**config.mk**
```make
export PLATFORM = sky130hd
export DESIGN_NAME = cmp_share_sched
export DESIGN_NICKNAME = d
export VERILOG_FILES = /design/src/rtl/cmp_share_sched.sv
export SDC_FILE = /design/constraint.sdc
export NUM_CORES = 1
export LEC_CHECK = 0
export ABC_AREA = 1
export ABC_CLOCK_PERIOD_IN_PS = 2300
export BUFFER_PORTS_ARGS = -buffer_cell sky130_fd_sc_hd__buf_4
export CAP_MARGIN = 20
export CORE_MARGIN = 2
export CORE_UTILIZATION = 45
export DETAILED_ROUTE_END_ITERATION = 8
export PLACE_DENSITY_LB_ADDON = 0.15
export SLEW_MARGIN = 20
export SYNTH_ARGS = -nofsm -noshare
export SYNTH_HDL_FRONTEND = slang
export SYNTH_SLANG_ARGS = --single-unit
```
**constraint.sdc**
```tcl
create_clock -name clk -period 2.3 [get_ports clk]
set_clock_uncertainty 0.05 [all_clocks]
set_input_delay 0.345 -clock clk [delete_from_list [all_inputs] [get_ports clk]]
set_output_delay 0.345 -clock clk [all_outputs]
set_load 0.02 [all_outputs]
```
**src/rtl/cmp_share_sched.sv**
```systemverilog
`default_nettype none
// +--------------------------------------------------------------------------+
// | cmp_share_sched: round-robin sharing of one 4-bit compare slice, MSB-first |
// | Build option CMP_SCHED_EARLY_EXIT_EN: stop scanning at first diff. Rev 1.0 |
// +--------------------------------------------------------------------------+
module cmp_share_sched #(
  parameter int NREQ  = 4,
  parameter int WIDTH = 16,
  parameter int IDW   = $clog2(NREQ)
) (
  input  logic                    clk,
  input  logic                    rst_n,
  input  logic [NREQ-1:0]         req_valid,
  output logic [NREQ-1:0]         req_ready,
  input  logic [NREQ*WIDTH-1:0]   req_a,
  input  logic [NREQ*WIDTH-1:0]   req_b,
  output logic                    rsp_valid,
  input  logic                    rsp_ready,
  output logic [IDW-1:0]          rsp_id,
  output logic                    rsp_eq,
  output logic                    rsp_gt,
  output logic                    rsp_lt,
  output logic                    busy
);

  localparam int NIB = WIDTH / 4;
  localparam int XW  = (NIB > 1) ? $clog2(NIB) : 1;

  typedef enum logic [1:0] {
    S_IDLE = 2'd0,
    S_SCAN = 2'd1,
    S_RESP = 2'd2
  } state_t;

  state_t             r_state;
  state_t             w_next;
  logic [WIDTH-1:0]   r_a;
  logic [WIDTH-1:0]   r_b;
  logic [XW-1:0]      r_idx;
  logic [IDW-1:0]     r_rr_ptr;
  logic [IDW-1:0]     r_id;
  logic               r_eq;
  logic               r_gt;
  logic               r_lt;

  logic [NREQ-1:0]    w_grant;
  logic [IDW-1:0]     w_gnt_id;
  logic [IDW-1:0]     w_k;
  logic               w_found;
  logic [WIDTH-1:0]   w_sel_a;
  logic [WIDTH-1:0]   w_sel_b;
  logic [3:0]         w_nib_a;
  logic [3:0]         w_nib_b;
  logic               w_nib_gt;
  logic               w_nib_lt;
  logic               w_last;
  logic               w_decided;

  // Round-robin search starts one past the last granted requester.
  always_comb begin
    w_grant  = '0;
    w_gnt_id = '0;
    w_found  = 1'b0;
    w_k      = '0;
    w_sel_a  = '0;
    w_sel_b  = '0;
    for (int off = 1; off <= NREQ; off++) begin
      w_k = IDW'((int'(r_rr_ptr) + off) % NREQ);
      if (!w_found && req_valid[w_k]) begin
        w_found        = 1'b1;
        w_grant[w_k]   = 1'b1;
        w_gnt_id       = w_k;
      end
    end
    for (int i = 0; i < NREQ; i++) begin
      if (w_grant[i]) begin
        w_sel_a = req_a[i*WIDTH +: WIDTH];
        w_sel_b = req_b[i*WIDTH +: WIDTH];
      end
    end
  end

  assign w_nib_a   = r_a[{r_idx, 2'b00} +: 4];
  assign w_nib_b   = r_b[{r_idx, 2'b00} +: 4];
  assign w_nib_gt  = (w_nib_a > w_nib_b);
  assign w_nib_lt  = (w_nib_a < w_nib_b);
  assign w_last    = (r_idx == '0);
  assign w_decided = r_gt | r_lt;

  always_ff @(posedge clk or negedge rst_n) begin
    if (!rst_n) begin
      r_state <= S_IDLE;
    end else begin
      r_state <= w_next;
    end
  end

  always_comb begin
    w_next = r_state;
    case (r_state)
      S_IDLE: begin
        if (w_found) w_next = S_SCAN;
      end
      S_SCAN: begin
`ifdef CMP_SCHED_EARLY_EXIT_EN
        if (w_nib_gt || w_nib_lt || w_last) w_next = S_RESP;
`else
        if (w_last) w_next = S_RESP;
`endif
      end
      S_RESP: begin
        if (rsp_ready) w_next = S_IDLE;
      end
      default: w_next = S_IDLE;
    endcase
  end

  always_ff @(posedge clk or negedge rst_n) begin
    if (!rst_n) begin
      r_a      <= '0;
      r_b      <= '0;
      r_idx    <= '0;
      r_rr_ptr <= IDW'(NREQ - 1);
      r_id     <= '0;
      r_eq     <= 1'b0;
      r_gt     <= 1'b0;
      r_lt     <= 1'b0;
    end else begin
      case (r_state)
        S_IDLE: begin
          if (w_found) begin
            r_a      <= w_sel_a;
            r_b      <= w_sel_b;
            r_id     <= w_gnt_id;
            r_rr_ptr <= w_gnt_id;
            r_idx    <= XW'(NIB - 1);
            r_eq     <= 1'b0;
            r_gt     <= 1'b0;
            r_lt     <= 1'b0;
          end
        end
        S_SCAN: begin
          // First differing nibble decides; later nibbles cannot override it.
          if (!w_decided && (w_nib_gt || w_nib_lt)) begin
            r_gt <= w_nib_gt;
            r_lt <= w_nib_lt;
          end else if (!w_decided && w_last) begin
            r_eq <= 1'b1;
          end
          if (!w_last) r_idx <= r_idx - 1'b1;
        end
        default: ;
      endcase
    end
  end

  assign req_ready = (r_state == S_IDLE) ? w_grant : '0;
  assign rsp_valid = (r_state == S_RESP);
  assign busy      = (r_state != S_IDLE);
  assign rsp_id    = r_id;
  assign rsp_eq    = r_eq;
  assign rsp_gt    = r_gt;
  assign rsp_lt    = r_lt;

endmodule
`default_nettype wire
```
==> impl_metrics.yaml <==
setup_path:
  path_buf_inv: 4
  critPathLaunchType: "flip-flop"
  cp_slowest_cell: "dfstp_2"
  cp.required_ns: 1.90
  reg2regPathDepth: 14
  cp.depth: 10
  reg2reg_to: "r_a[5]"
  crit_family: "simple AND/OR/NAND/NOR gates"
  path_cells: "inv_8 > ha_4 > inv_4 > o211ai_1 > nand2_2 > nand3b_1 > nand3_4 > nand2_2 > inv_2 > buf_6"
  crit_path_end: "req_ready[1]"
  end_kind: "primary output"
  cp_common_cell: "nand2_2"
  critPathMaxStageDelay_ns: 0.60
  arrival_ns: 2.15
  startpoint: "r_rr_ptr[0]"
  crit_type: "flip-flop to primary output"
  worstReg2RegStart: "r_rr_ptr[0]"
  crit_fanout: 6
  reg2reg_slack_ns: -0.22
clocking:
  tritoncts: "built"
  cts_max_level: 2
  numCtsBuffers: 5
  clock_latency_ns: 0.30
  clock-root-buffer: "clkbuf_8"
  clkSlewWorstSetupHoldPaths_ns: 0.09
  cts_sinks: 43
  cts_buffer_depth: 2
route:
  drt-vias-per-instance: 5.316
  first_pass_iters: 4
  drt_iter0_markers: 232
  antenna_left: 0
  drt-total-wl_um: 12880
  via_count: 4322
  drc_errors: 0
  post_drt_wl_per_cell_um: 15.84
grt:
  grt_max_degree: 44
  grt_overflow: 0
  grt_pass1_wl_um: 19010
  grt_pass1_vias: 3969
  grtUsageTotal: 0.2659
  antenna_found_initial: 0
timing:
  worstMarginPinSlew_ns: 0.5514
  hold_viol: 0
  hold_ws_ns: 0.1723
  final.min_clock_period_ns: 2.545
  rsz0062_at_grt: "yes"
  slew_headroom: 0.6324
  setup_viol_count_final: 41
  setup_slack_ns: -0.2454
  min_period_over_period: 1.107
  finalMaxSlewViolations: 0
  fmax_mhz: 392.9
synthesis:
  ys.flop_type: "dfrtp_1"
  yosysTopAreaCell: "dfrtp_1"
  netlist.area_leader.share: 0.2695
  synth.most_common_cell: "nand2_1"
  synth-seq-cells: 43
  ys_top_cells_by_area: "dfrtp_1 (27%), a21oi_1 (13%), nand2_1 (11%)"
  syn-cell-area_um2: 3807
  synth_commonest_cells: "nand2_1 (116), a21oi_1 (97), inv_1 (48), nor2_1 (46), dfrtp_1 (41)"
  synth.distinct_cells: 38
  async_flop_share: 1.000
  synth_nets: 685
  synth_edf_count: 0
  synth-warning-count: 0
  syn_inst: 537
  syn_avg_cell_area_um2: 7.090
  ys_seq_area_frac: 0.2833
finish:
  drive_above_1_share: 0.4944
  fin_nets: 855
  area_growth_pct: 53.57
  fill_cells: 677
  instances_no_fill: 813
  antenna_cells: 0
floorplanning:
  start_util: 0.4634
  io_pins: 146
  die-width_um: 95.99
  design.die.area_um2: 9213
  rows: 33
  die_h_um: 95.99
  fp.coreArea_um2: 8217
worst_hold_path:
  holdCritPathClass: "input port to flip-flop"
flow_run:
  maxCapViolCount: 0
run_status:
  violations: "setup timing"
  status: "complete, but fails checks"
placement:
  portBuffers: 145
  dp_cells: 778
  hpwl_um: 8495
  gp_congestion: 0.9619
## metal layers
| metal | routed length [um] | up-vias | share of wire | track usage |
|---|---|---|---|---|
| met4 | 170 | 0 | 0.013 | 0.06786 |
| met1 | 5403 | 2043 | 0.42 | 0.3702 |
| li1 | - | 2136 | - | - |
| met2 | 6570 | 128 | 0.51 | 0.4375 |
| met3 | 735 | 15 | 0.057 | 0.03211 |
| met5 | 0 | - | 0 | 0 |
## sequential cells by signal, summed over array words and instances, names as in the netlist
name	count
r_a	16
r_b	16
r_idx	2
r_rr_ptr	2
r_state	2
rsp_eq	1
rsp_gt	1
rsp_id	2
rsp_lt	1
## worst min path at each step
stage	from	slack (ns)	to	cells past startpoint
global placement	rst_n	0.32	r_b[8]	1
floorplan	rst_n	-0.0006	r_a[0]	0
CTS	rsp_ready	0.17	r_state[1]	2
finish	rsp_ready	0.17	r_state[1]	2
global route	rsp_ready	0.17	r_state[1]	2
detailed placement	rst_n	0.32	r_state[1]	1
## repair_timing
item | in CTS | in global routing
gates cloned | 4 | 3
gates resized for setup | 57 | 76
hold buffers | 1 | 0
pin swaps | 13 | 7
setup buffers | 12 | 7
setup endpoints to repair | 41 | 43
hold endpoints to repair | 16 | 0
## placed cells by master (no fill, tap or decap), types with 3 or more instances in the layout
cell type  count
buf_4        164
nand2_1       91
a21oi_2       72
a21oi_1       59
nor2_1        45
inv_1         41
dfrtp_1       40
nand3_1       37
nand2_2       29
buf_6         17
ha_1          12
o21ai_0        9
inv_2          7
buf_12         6
nand3_4        5
clkbuf_8       5
a32o_1         4
nand2_4        4
o22ai_1        4
a21oi_4        4
buf_8          4
nor2_4         3
nand4_1        3
nand3_2        3
inv_6          3
buf_16         3
## cells by family (layout without fill, tap and decap cells)
logic type / count (synthesis) / after routing / share of synthesized area
compound gates: 170 / 170 / 0.2787
fa+ha+maj: 13 / 13 / 0.04272
buf+inv: 88 / 259 / 0.1305
flops: 43 / 43 / 0.2833
simple gates: 223 / 223 / 0.2649
## through the flow
stage	utilization	TNS [ns]	setup WS (ns)	cell area [um^2]
2_1_floorplan	-	-0.2551	-0.1294	3854
3_3_place_gp	0.6099	0	0.007842	5011
3_5_place_dp	0.6099	-1.377	-0.07498	5011
4_1_cts	0.6679	-3.631	-0.1997	5488
5_1_grt	0.7116	-10.28	-0.3213	5847
6_report	0.7116	-5.834	-0.2454	5847
## worst register-to-register path, stage by stage (launching register included)
cell      delay (ns)
dfstp_2         0.60
inv_8           0.04
ha_4            0.29
inv_4           0.05
o211ai_1        0.10
nand2_2         0.15
nand3b_1        0.26
nand3_4         0.14
buf_6           0.11
buf_12          0.17
buf_12          0.14
a21oi_1         0.06
nand2_1         0.08
nand2_2         0.06
a21oi_2         0.16
## area by class of cell
class | instances | area, um^2 | share of cell area
Tap cell | 105 | 131.4 | 0.02247
Inverter | 53 | 245.2 | 0.04194
Timing Repair Buffer | 196 | 1720 | 0.2942
Clock inverter | 3 | 23.77 | 0.004066
Multi-Input combinational cell | 406 | 2560 | 0.4378
Clock buffer | 5 | 68.82 | 0.01177
Timing Repair inverter | 2 | 17.52 | 0.002996
Sequential cell | 43 | 1080 | 0.1847
Power is left out: the tool's default activity adds up to more than one toggle a clock period on the data nets, which glitch-free logic cannot reach.
